<file path="config.mk">
export PLATFORM = sky130hd
export DESIGN_NAME = sort4_compare_controller_flat
export DESIGN_NICKNAME = d
export VERILOG_FILES = /design/src/rtl/sort4_compare_controller_if.sv /design/src/rtl/sort4_compare_controller.sv /design/src/flat_wrapper.sv
export SDC_FILE = /design/constraint.sdc
export NUM_CORES = 1
export LEC_CHECK = 0
export CAP_MARGIN = 25
export CORE_MARGIN = 1
export CORE_UTILIZATION = 61
export CTS_CLUSTER_SIZE = 10
export DETAILED_ROUTE_END_ITERATION = 10
export PLACE_DENSITY = 0.84
export SYNTH_ARGS = -nofsm -noshare
export SYNTH_HDL_FRONTEND = slang
export SYNTH_SLANG_ARGS = --single-unit
</file>
<file path="constraint.sdc">
create_clock -name clk -period 6.95 [get_ports clk]
set_input_delay 2.085 -clock clk [delete_from_list [all_inputs] [get_ports clk]]
set_output_delay 2.085 -clock clk [all_outputs]
set_load 0.05 [all_outputs]
</file>
<file path="src/rtl/sort4_compare_controller_if.sv">
// Input and output key streams of the 4-entry comparator sort sequencer.
// Latency: none; plain wires grouping the two valid/ready streams.
// Backpressure: in_ready from the sorter, out_ready from the consumer.
interface sort4_compare_controller_if;
    logic       in_valid;
    logic       in_ready;
    logic [2:0] in_data;
    logic       out_valid;
    logic       out_ready;
    logic [2:0] out_data;
    logic       out_last;

    // Producer/consumer side: drives keys in, accepts sorted keys out.
    modport master (
        output in_valid, in_data, out_ready,
        input  in_ready, out_valid, out_data, out_last
    );

    // Sorter side.
    modport slave (
        input  in_valid, in_data, out_ready,
        output in_ready, out_valid, out_data, out_last
    );
endinterface

</file>
<file path="src/rtl/sort4_compare_controller.sv">
// Magnitude comparator for two unsigned 3-bit keys.
// Latency: combinational.
// Backpressure: none.
module three_bit_comparator (
    input  logic [2:0] a,
    input  logic [2:0] b,
    output logic       gt,
    output logic       eq,
    output logic       lt
);
    assign gt = (a > b);
    assign eq = (a == b);
    assign lt = (a < b);
endmodule

// Bubble-sorts four 3-bit keys in place with one shared comparator, one compare-and-swap per clock.
// Latency: 4th input accept to first out_valid is 4, 7 or 10 cycles (3/6/9 SORT cycles plus one edge).
// Backpressure: in_ready only in LOAD; out_data/out_last hold while out_ready is low; flush beats handshakes.
module sort4_compare_controller #(
    parameter bit DESCENDING = 1'b0
) (
    input  logic                      clk,
    input  logic                      rst_n,
    input  logic                      flush,
    sort4_compare_controller_if.slave bus,
    output logic                      busy,
    output logic [2:0]                swap_count,
    output logic [1:0]                pass_count
);
    typedef enum logic [1:0] {
        ST_LOAD = 2'd0,
        ST_SORT = 2'd1,
        ST_OUT  = 2'd2
    } state_t;

    state_t          state_q, state_d;
    logic [3:0][2:0] mem_q, mem_d;
    logic [1:0]      wr_idx_q, wr_idx_d;
    logic [1:0]      rd_idx_q, rd_idx_d;
    logic [1:0]      step_q, step_d;
    logic [1:0]      pass_q, pass_d;
    logic            pass_swapped_q, pass_swapped_d;
    logic [2:0]      swap_count_q, swap_count_d;
    logic [1:0]      pass_count_q, pass_count_d;

    logic [1:0]      step_nxt;
    logic            cmp_gt, cmp_eq, cmp_lt;
    logic            do_swap, last_step, sort_done;
    logic            st_load, st_sort, st_out;
    logic            in_acc, out_acc;

    assign st_load  = (state_q == ST_LOAD);
    assign st_sort  = (state_q == ST_SORT);
    assign st_out   = (state_q == ST_OUT);
    assign step_nxt = step_q + 2'd1;

    three_bit_comparator u_cmp (
        .a  (mem_q[step_q]),
        .b  (mem_q[step_nxt]),
        .gt (cmp_gt),
        .eq (cmp_eq),
        .lt (cmp_lt)
    );

    // Equal keys never swap, which keeps the sort stable in both directions.
    assign do_swap   = st_sort & ~cmp_eq & (DESCENDING ? cmp_lt : cmp_gt);
    assign last_step = (step_q == 2'd2);
    // A pass ends the sort when it made no swap at all, or when it was the third pass.
    assign sort_done = st_sort & last_step & (~(pass_swapped_q | do_swap) | (pass_q == 2'd2));
    assign in_acc    = st_load & bus.in_valid;
    assign out_acc   = st_out & bus.out_ready;

    // State register; reset drops any in-flight data straight back to LOAD.
    always_ff @(posedge clk or negedge rst_n) begin
        if (!rst_n) begin
            state_q <= ST_LOAD;
        end else begin
            state_q <= state_d;
        end
    end

    // Next-state selection; flush overrides every handshake.
    always_comb begin
        state_d = state_q;
        if (flush) begin
            state_d = ST_LOAD;
        end else begin
            case (state_q)
                ST_LOAD: if (in_acc && (wr_idx_q == 2'd3)) state_d = ST_SORT;
                ST_SORT: if (sort_done) state_d = ST_OUT;
                ST_OUT:  if (out_acc && (rd_idx_q == 2'd3)) state_d = ST_LOAD;
                default: state_d = ST_LOAD;
            endcase
        end
    end

    // Outputs decoded from the current state only, so they drop as soon as reset asserts.
    always_comb begin
        bus.in_ready  = st_load;
        bus.out_valid = st_out;
        bus.out_last  = st_out & (rd_idx_q == 2'd3);
        bus.out_data  = mem_q[rd_idx_q];
        busy          = st_sort;
    end

    assign swap_count = swap_count_q;
    assign pass_count = pass_count_q;

    // Next values of the register bank, indices and sort statistics.
    always_comb begin
        mem_d          = mem_q;
        wr_idx_d       = wr_idx_q;
        rd_idx_d       = rd_idx_q;
        step_d         = step_q;
        pass_d         = pass_q;
        pass_swapped_d = pass_swapped_q;
        swap_count_d   = swap_count_q;
        pass_count_d   = pass_count_q;
        if (flush) begin
            wr_idx_d       = 2'd0;
            rd_idx_d       = 2'd0;
            step_d         = 2'd0;
            pass_d         = 2'd0;
            pass_swapped_d = 1'b0;
            swap_count_d   = 3'd0;
            pass_count_d   = 2'd0;
        end else begin
            case (state_q)
                ST_LOAD: begin
                    if (in_acc) begin
                        mem_d[wr_idx_q] = bus.in_data;
                        if (wr_idx_q == 2'd3) begin
                            // Statistics restart here so they describe the sort about to run.
                            wr_idx_d       = 2'd0;
                            step_d         = 2'd0;
                            pass_d         = 2'd0;
                            pass_swapped_d = 1'b0;
                            swap_count_d   = 3'd0;
                            pass_count_d   = 2'd0;
                        end else begin
                            wr_idx_d = wr_idx_q + 2'd1;
                        end
                    end
                end
                ST_SORT: begin
                    if (do_swap) begin
                        mem_d[step_q]   = mem_q[step_nxt];
                        mem_d[step_nxt] = mem_q[step_q];
                        swap_count_d    = swap_count_q + 3'd1;
                        pass_swapped_d  = 1'b1;
                    end
                    if (last_step) begin
                        pass_count_d = pass_count_q + 2'd1;
                        step_d       = 2'd0;
                        if (!sort_done) begin
                            pass_d         = pass_q + 2'd1;
                            pass_swapped_d = 1'b0;
                        end
                    end else begin
                        step_d = step_nxt;
                    end
                end
                ST_OUT: begin
                    // rd_idx wraps 3 -> 0 on the final beat.
                    if (out_acc) rd_idx_d = rd_idx_q + 2'd1;
                end
                default: ;
            endcase
        end
    end

    // Datapath registers.
    always_ff @(posedge clk or negedge rst_n) begin
        if (!rst_n) begin
            mem_q          <= '0;
            wr_idx_q       <= 2'd0;
            rd_idx_q       <= 2'd0;
            step_q         <= 2'd0;
            pass_q         <= 2'd0;
            pass_swapped_q <= 1'b0;
            swap_count_q   <= 3'd0;
            pass_count_q   <= 2'd0;
        end else begin
            mem_q          <= mem_d;
            wr_idx_q       <= wr_idx_d;
            rd_idx_q       <= rd_idx_d;
            step_q         <= step_d;
            pass_q         <= pass_d;
            pass_swapped_q <= pass_swapped_d;
            swap_count_q   <= swap_count_d;
            pass_count_q   <= pass_count_d;
        end
    end
endmodule

</file>
<file path="src/flat_wrapper.sv">
// flat-port wrapper written by rule: the top's interface ports become plain ports
module sort4_compare_controller_flat 
#(
    parameter bit DESCENDING = 1'b0
)
  (clk, rst_n, flush, busy, swap_count, pass_count, bus_in_valid, bus_in_data, bus_out_ready, bus_in_ready, bus_out_valid, bus_out_data, bus_out_last);
  sort4_compare_controller_if bus_i ();
  input  logic clk;
  input  logic rst_n;
  input  logic flush;
  output logic busy;
  output logic [2:0] swap_count;
  output logic [1:0] pass_count;
  input wire logic [$bits(bus_i.in_valid)-1:0] bus_in_valid;
  input wire logic [$bits(bus_i.in_data)-1:0] bus_in_data;
  input wire logic [$bits(bus_i.out_ready)-1:0] bus_out_ready;
  output wire logic [$bits(bus_i.in_ready)-1:0] bus_in_ready;
  output wire logic [$bits(bus_i.out_valid)-1:0] bus_out_valid;
  output wire logic [$bits(bus_i.out_data)-1:0] bus_out_data;
  output wire logic [$bits(bus_i.out_last)-1:0] bus_out_last;
  assign bus_i.in_valid = bus_in_valid;
  assign bus_i.in_data = bus_in_data;
  assign bus_i.out_ready = bus_out_ready;
  assign bus_in_ready = bus_i.in_ready;
  assign bus_out_valid = bus_i.out_valid;
  assign bus_out_data = bus_i.out_data;
  assign bus_out_last = bus_i.out_last;
  sort4_compare_controller #(.DESCENDING(DESCENDING)) u_core (.clk(clk), .rst_n(rst_n), .flush(flush), .bus(bus_i), .busy(busy), .swap_count(swap_count), .pass_count(pass_count));
endmodule
</file>
==> impl_metrics.ini, run 1 <==
[run_status]
run_status = complete, no violations

[placement]
port_buffers = 19
placed_area_um2 = 2230
dp_hpwl_um = 3970
gp_congestion = 0.957

[timing]
setup_viol_count_final = 0
finClkSkew_ns = 0.00334
relSlewSlack_pct = 40.4
finalHoldViolCount = 0
rsz0062_at_grt = false
min_period_ns = 4.57
drv_slew = 0
tightest_slew_ns = 0.889
fmaxAchievable_mhz = 219
fin_tns_setup_ns = 0
min_period_over_period_pct = 65.8

[final_layout]
regArea_um2 = 701
multi_input_comb_area_um2 = 1240
final_area_um2 = 2290
nets = 253
fillCellCount = 259
drive_gt1_share_pct = 8.70
syn2layout_area_growth_pct = 11.9
diodes = 0
layout_commonest_cell = dfrtp_1
layout_common_cells = dfrtp_1, nand2_1, clkdlybuf4s50_1

[logic_synthesis]
synth_ff_type = dfrtp_1
yosysWarnings = 0
synth_seq_cells = 28
yosysSeqAreaShare_pct = 34.3
syn-num-nets = 239
synth_edf_count = 0
synth_area_um2 = 2040
synthDistinctLibCells = 44
avgSynthCellArea_um2 = 9.42
postSynthCellCount = 217
async_reset_ff_share_pct = 100

[drt]
ant_nets = 0
drt_iter0_drc = 155
wirelength_um = 5230
drt_pass1_iterations = 6
via_count = 1861
viasPerCell = 6.79
wire_per_inst_um = 19.1
drc = 0

[worst_hold_path]
hold_path.class = reg2reg
hold_start = u_core.pass_count[0]

[worst_setup_path]
crit_path_top_delay_cell = clkdlybuf4s50_1
critical_path_arrival_ns = 2.49
r2r-start = u_core.step_q[0]
start_kind = flip-flop
rr_worst_depth = 11
cp.required_ns = 4.87
path_cells = nand2b_1, inv_4, clkdlybuf4s50_1
critical-path-max-stage-delay_ns = 0.85
cp-endpoint = busy
cp_max_fo = 19
timing.rr.end = u_core.mem_q[0]
cp-startpoint = u_core.state_q[1]
rrSetupSlack_ns = 3.20
critPathKind = reg2out
endpoint_kind = output pin

[clocking]
cts_tree = built
cts_resized = 0
clkTransAtPathRegs_ns = 0.15
h-tree-depth = 1
worstSkewPairLatency_ns = 0.34
numCtsBuffers = 3
clock-root-buffer = clkbuf_4
cts_hold_buffers = 0
cts_setup_buffers = 0
cts.sinks = 28
cts_buffer_depth = 2

[global_routing]
grt_max_degree = 29
grt_usage_pct = 33.2
antenna_found_initial = 0
grt_pass1_vias = 1805
grt_first_pass_wirelength_um = 8490
overflow = 0

[floorplan]
num_rows = 20
fp.dieH_um = 59.9
io_pins = 20
dieArea_um2 = 3590
dieWidth_um = 59.9
fp.coreArea_um2 = 3100
initial_core_util_pct = 65.8

[run]
drv_cap = 0

[pwr]
p_per_area_nw_per_um2 = 236
p_leak_nw = 0.921
vdd_drop_max_uv = 160
report_power, final:
part           internal [mW]  switching (mW)
combinational         0.0821           0.134
clock                 0.0584          0.0488
sequential             0.186          0.0304
total                  0.327           0.213
how the worst min path moves through the flow:
stage,cells past startpoint,to,slack (ns)
2_1_floorplan,1,u_core.mem_q[0],0.49
3_3_place_gp,1,u_core.pass_count[0],0.51
3_5_place_dp,1,u_core.pass_count[0],0.52
4_1_cts,1,u_core.pass_count[0],0.55
5_1_grt,1,u_core.pass_count[0],0.58
6_report,1,u_core.pass_count[0],0.55
sequential cells by signal (all words and copies together) (netlist names):
signal	count
u_core.mem_q	12
u_core.step_q	2
u_core.pass_swapped_q	1
u_core.rd_idx_q	2
u_core.swap_count	3
u_core.pass_q	2
u_core.state_q	2
u_core.wr_idx_q	2
u_core.pass_count	2
area by class of cell:
type | instances | area share, %
inverters | 11 | 1.91
multi-input cells | 167 | 54.1
repair buffers | 20 | 8.64
clock inverters | 1 | 1.31
clock buffers | 3 | 0.985
flip-flops and latches | 28 | 30.6
well taps | 44 | 2.41
cells by family (layout without fill, tap and decap cells):
family          Yosys count  after routing  share of synthesized area (%)
buf+inv                  22             35                           5.14
flops                    28             28                           34.3
fa+ha+maj                14             14                           8.57
xor+xnor                  5              5                           2.14
mux                      22             22                           14.7
compound gates           68             68                           21.7
simple gates             58             58                           13.5
worst max-delay path: cells and delay by family, from the launching register on:
kind	cells	cell delay, ns
and+or+nand+nor	1	0.48
buffers and inverters	2	1.18
DFF	1	0.48
cells in the mapped netlist, types with 2 or more instances:
cell type | count | area (um^2)
a21oi_1 | 14 | 70.1
a31oi_1 | 14 | 87.6
a32o_1 | 7 | 70.1
a32oi_1 | 2 | 17.5
and2_1 | 2 | 12.5
buf_2 | 7 | 35.0
clkbuf_1 | 2 | 7.51
dfrtp_1 | 28 | 701
ha_1 | 14 | 175
inv_1 | 10 | 37.5
mux2_1 | 2 | 22.5
mux2_2 | 2 | 22.5
mux2i_1 | 12 | 120
mux4_2 | 6 | 135
nand2_1 | 22 | 82.6
nand2b_1 | 3 | 18.8
nand3_1 | 5 | 25.0
nand3b_1 | 3 | 22.5
nor2_1 | 15 | 56.3
o21a_1 | 2 | 15.0
o21ai_0 | 5 | 25.0
o21ai_1 | 11 | 55.1
o21ai_2 | 2 | 17.5
o22ai_1 | 3 | 18.8
or2_2 | 2 | 12.5
xor2_1 | 4 | 35.0
per-layer routing:
metal | wire, um | GRT usage, % | vias to the layer above
met5 | 0 | 0 | -
met4 | 268 | 23.9 | 0
met3 | 453 | 5.84 | 33
met2 | 2500 | 53.2 | 122
met1 | 2010 | 40.2 | 870
li1 | - | - | 836
per-stage QoR:
| step | setup slack [ns] | cells | power, mW | util (%) | hold slack (ns) |
|---|---|---|---|---|---|
| 2_1_floorplan | 3.01 | 217 | 0.361 | - | 0.493 |
| 3_3_place_gp | 2.72 | 270 | 0.421 | 72.0 | 0.506 |
| 3_5_place_dp | 2.62 | 270 | 0.431 | 72.0 | 0.519 |
| 5_1_grt | 2.26 | 274 | 0.570 | 73.7 | 0.578 |
| 6_report | 2.38 | 274 | 0.540 | 73.7 | 0.549 |
| 4_1_cts | 2.42 | 274 | 0.538 | 73.7 | 0.547 |
No activity file was read; power rests on OpenSTA's default activity.
==> run 2, diff against run 1 <==
--- a/config.mk
+++ b/config.mk
@@ -7,10 +7,10 @@
 export LEC_CHECK = 0
 export CAP_MARGIN = 25
 export CORE_MARGIN = 1
-export CORE_UTILIZATION = 61
+export CORE_UTILIZATION = 52
 export CTS_CLUSTER_SIZE = 10
 export DETAILED_ROUTE_END_ITERATION = 10
-export PLACE_DENSITY = 0.84
+export PLACE_DENSITY = 0.77
 export SYNTH_ARGS = -nofsm -noshare
 export SYNTH_HDL_FRONTEND = slang
 export SYNTH_SLANG_ARGS = --single-unit
==> constraint.sdc (replaced) <==
create_clock -name clk -period 4.2 [get_ports clk]
set_input_delay 1.26 -clock clk [delete_from_list [all_inputs] [get_ports clk]]
set_output_delay 1.26 -clock clk [all_outputs]
set_load 0.05 [all_outputs]
==> run 2 against run 1 <==
  * Global-route usage shrank 8.5 points
  * Sequential power up 65%
  * Final area increased by 2.0%
  * Utilization decreased by 11 points
  * Clock skew hardly changed
  * Worst setup slack worse by 1.7 ns
  * Clock power up 100%
  * Highest routed layer unchanged
==> impl_metrics.ini, run 2 (synthesis gave the netlist of run 1 again) <==
[run_status]
run_status = complete, no violations

[floorplan]
num_rows = 22
initial_core_util_pct = 55.0
dieWidth_um = 64.7
io_pins = 20
fp.coreArea_um2 = 3720
dieArea_um2 = 4180
fp.dieH_um = 64.7

[pwr]
vdd_drop_max_uv = 212
p_leak_nw = 0.943
p_per_area_nw_per_um2 = 389

[drt]
ant_nets = 0
wirelength_um = 4640
drt_iter0_drc = 244
viasPerCell = 6.20
drc = 0
drt_pass1_iterations = 4
via_count = 1741
wire_per_inst_um = 16.5

[global_routing]
grt_max_degree = 29
grt_first_pass_wirelength_um = 7870
grt_pass1_vias = 1681
antenna_found_initial = 0
overflow = 0
grt_usage_pct = 24.7

[timing]
relSlewSlack_pct = 66.8
finalHoldViolCount = 0
min_period_ns = 3.50
fmaxAchievable_mhz = 286
holdWs_ns = 0.524
setup_ws_ns = 0.704
fin_tns_setup_ns = 0
drv_slew = 0
setup_viol_count_final = 0
tightest_slew_ns = 0.496
min_period_over_period_pct = 83.2
rsz0062_at_grt = false
finClkSkew_ns = 0.00355

[run]
drv_cap = 0

[final_layout]
regArea_um2 = 701
final-instance-count-excl-fill = 281
multi_input_comb_area_um2 = 1240
diodes = 0
nets = 256
layout_common_cells = dfrtp_1, nand2_1, clkdlybuf4s50_1
largest_reg_flops = 12
layout_commonest_cell = dfrtp_1
drive_gt1_share_pct = 9.87
largest-register = u_core.mem_q
fillCellCount = 310
syn2layout_area_growth_pct = 14.2
final_area_um2 = 2330

[clocking]
cts_resized = 0
cts_buffer_depth = 2
h-tree-depth = 1
cts_tree = built
cts_setup_buffers = 0
cts.sinks = 28
cts_hold_buffers = 0
clock-root-buffer = clkbuf_8
clkTransAtPathRegs_ns = 0.10
numCtsBuffers = 3
worstSkewPairLatency_ns = 0.28

[worst_setup_path]
critPathKind = reg2reg
endpoint_kind = flip-flop
cp_max_fo = 9
start_kind = flip-flop
rr_worst_depth = 11
cp.required_ns = 4.37
critical_path_arrival_ns = 3.67

[placement]
pre_cts_ws_ns = 0.765
dp_hpwl_um = 3450
placed_area_um2 = 2260
place_inst = 277
port_buffers = 19
gp_congestion = 0.924

[worst_hold_path]
min_path_cells = 1
hold_path.class = reg2reg
-- run 2: cell types whose count changed in the layout (fill, tap and decap cells not counted), sizes merged --
| cell | change |
|---|---|
| buf | +3 |
-- run 2: final timing paths --
check | start | endpoint | slack (ns)
setup / recovery | u_core.step_q[0] | u_core.mem_q[0] | 0.70
hold / removal | u_core.pass_count[0] | u_core.pass_count[0] | 0.52
setup reg to reg | u_core.step_q[0] | u_core.mem_q[0] | 0.70
hold reg to reg | u_core.pass_count[0] | u_core.pass_count[0] | 0.52
max in group asynchronous | rst_n | u_core.state_q[0] | 2.58
min in group asynchronous | rst_n | u_core.mem_q[0] | 1.35
-- run 2: worst max-delay path, cell delays in order (launching register included) --
cell,delay [ns]
dfrtp_1,0.56
inv_1,0.22
ha_1,0.51
mux2i_1,0.15
mux2i_1,0.35
inv_1,0.08
ha_1,0.31
and3b_1,0.19
o21ai_1,0.34
nor2_1,0.12
o21a_1,0.24
mux2_1,0.31
-- run 2: where the power goes --
group / internal [mW] / switching (mW) / total (mW)
combinational: 0.137 / 0.200 / 0.337
sequential: 0.308 / 0.0486 / 0.357
clock: 0.128 / 0.0870 / 0.215
total: 0.573 / 0.336 / 0.908
-- run 2: final cells by class --
class	instances	area share, %
repair buffers	23	9.44
well taps	48	2.57
inverters	11	1.88
clock inverters	1	1.29
multi-input cells	167	53.0
flip-flops and latches	28	30.0
clock buffers	3	1.77
-- run 2: stage by stage --
stage | power (mW) | utilization (%)
floorplan | 0.597 | -
CTS | 0.908 | 62.8
global placement | 0.690 | 60.9
finish | 0.908 | 62.8
global route | 0.963 | 62.8
detailed placement | 0.694 | 60.9
-- run 2: per-layer routing --
metal | GRT usage [%] | vias to the layer above | wire length, um
met4 | 11.1 | 0 | 108
li1 | - | 838 | -
met1 | 33.5 | 821 | 2160
met3 | 3.70 | 13 | 213
met5 | 0 | - | 0
met2 | 38.9 | 69 | 2150
==> run 3, diff against run 2 <==
--- a/config.mk
+++ b/config.mk
@@ -7,10 +7,10 @@
 export LEC_CHECK = 0
 export CAP_MARGIN = 25
 export CORE_MARGIN = 1
-export CORE_UTILIZATION = 52
+export CORE_UTILIZATION = 57
 export CTS_CLUSTER_SIZE = 10
 export DETAILED_ROUTE_END_ITERATION = 10
-export PLACE_DENSITY = 0.77
+export PLACE_DENSITY = 0.8
 export SYNTH_ARGS = -nofsm -noshare
 export SYNTH_HDL_FRONTEND = slang
 export SYNTH_SLANG_ARGS = --single-unit
==> constraint.sdc (replaced) <==
create_clock -name clk -period 3.7 [get_ports clk]
set_input_delay 1.11 -clock clk [delete_from_list [all_inputs] [get_ports clk]]
set_output_delay 1.11 -clock clk [all_outputs]
set_load 0.05 [all_outputs]
==> run 3 against run 2 <==
  * Global-route usage increased by 2.9 points
  * Clock skew increased by 0.00092 ns
  * Clock-buffer cell count increased by 1
  * Critical path depth decreased by 8
  * Die area decreased by 8.5%
  * Largest cell class unchanged
  * Utilization increased by 5.4 points
==> impl_metrics.ini, run 3 (synthesis gave the netlist of run 1 again) <==
[timing]
tightest_slew_ns = 0.502
relSlewSlack_pct = 66.5
finalHoldViolCount = 0
fin_tns_setup_ns = 0
min_period_over_period_pct = 88.8
setup_ws_ns = 0.413
setup_viol_count_final = 0
min_period_ns = 3.29
drv_slew = 0
rsz0062_at_grt = false
fmaxAchievable_mhz = 304
finClkSkew_ns = 0.00447

[drt]
wirelength_um = 4880
wire_per_inst_um = 17.4
via_count = 1766
drt_iter0_drc = 91
ant_nets = 0
drc = 0
viasPerCell = 6.28
drt_pass1_iterations = 4

[run_status]
run_status = complete, no violations

[global_routing]
overflow = 0
grt_max_degree = 29
grt_usage_pct = 27.6
antenna_found_initial = 0
grt_first_pass_wirelength_um = 7600
grt_pass1_vias = 1603

[floorplan]
fp.coreArea_um2 = 3390
dieArea_um2 = 3830
initial_core_util_pct = 60.3
fp.dieH_um = 61.9
num_rows = 21
dieWidth_um = 61.9
io_pins = 20

[final_layout]
fillCellCount = 277
layout_commonest_cell = dfrtp_1
nets = 258
largest_reg_flops = 12
layout_common_cells = dfrtp_1, nand2_1, clkdlybuf4s50_1
largest-register = u_core.mem_q
final-instance-count-excl-fill = 281
diodes = 0
drive_gt1_share_pct = 10.6
final_area_um2 = 2310
syn2layout_area_growth_pct = 13.1

[pwr]
p_per_area_nw_per_um2 = 407
vdd_drop_max_uv = 203
p_total_uw = 942
p_leak_nw = 0.939

[worst_setup_path]
cp-startpoint = u_core.state_q[1]
endpoint_kind = output pin
cp_max_fo = 8
cp.required_ns = 2.59
r2r-start = u_core.step_q[0]
start_kind = flip-flop
critPathKind = reg2out
critical_path_arrival_ns = 2.18

[placement]
port_buffers = 19
dp_hpwl_um = 3720
placed_area_um2 = 2270
pre_cts_ws_ns = 0.586
place_inst = 277
gp_congestion = 0.928

[clocking]
cts_tree = built
cts_resized = 0
cts_setup_buffers = 0
worstSkewPairLatency_ns = 0.32
cts_buffer_depth = 2
h-tree-depth = 1
numCtsBuffers = 3
clock-root-buffer = clkbuf_4
cts_hold_buffers = 0
clkTransAtPathRegs_ns = 0.14
cts.sinks = 28

[worst_hold_path]
hold_path.class = reg2reg
hold_start = u_core.pass_count[0]

[run]
drv_cap = 0
-- run 3: changes by cell type in the layout (fill, tap and decap cells not counted), sizes merged --
cell | previous run | this run
buf | 4 | 6
bufinv | 1 | 0
clkbuf | 3 | 4
-- run 3: where the power goes --
part	leakage, nW	total, mW	internal [mW]	switching (mW)
combinational	0.548	0.390	0.156	0.234
sequential	0.370	0.404	0.349	0.0547
clock	0.0210	0.147	0.0601	0.0871
-- run 3: metal layers --
metal	up-vias	GRT usage [%]	wire [um]
met5	-	0	0
met4	0	10.5	95
met1	837	36.4	2040
met2	81	46.9	2430
li1	840	-	-
met3	8	3.11	312
-- run 3: cell type report --
cell class / instances / area (um^2) / share of cell area, %
Timing Repair Buffer: 25 / 235 / 10.2
Tap cell: 46 / 57.6 / 2.49
Inverter: 11 / 43.8 / 1.89
Sequential cell: 28 / 701 / 30.3
Clock buffer: 4 / 36.3 / 1.57
Multi-Input combinational cell: 167 / 1240 / 53.5
-- run 3: worst max-delay path: stages (launching register included) --
cell	delay (ns)
dfrtp_1	0.51
nor2b_1	0.37
and2_1	0.18
clkdlybuf4s50_1	0.80
-- run 3: metrics by stage --
step	util (%)	hold WS (ns)
detailed placement	67.1	0.506
global placement	67.1	0.497
global route	68.2	0.562
finish	68.2	0.531
floorplan	-	0.493
CTS	68.2	0.533
-- run 3: final timing paths --
kind	depth (start not counted)	slack [ns]	to
worst max-delay path	3	0.41	bus_out_last
worst min-delay path	1	0.53	u_core.pass_count[0]
worst max register to register	11	0.55	u_core.mem_q[0]
worst min register to register	1	0.53	u_core.pass_count[0]
max in group asynchronous	2	2.29	u_core.state_q[0]
min in group asynchronous	2	1.14	u_core.mem_q[5]
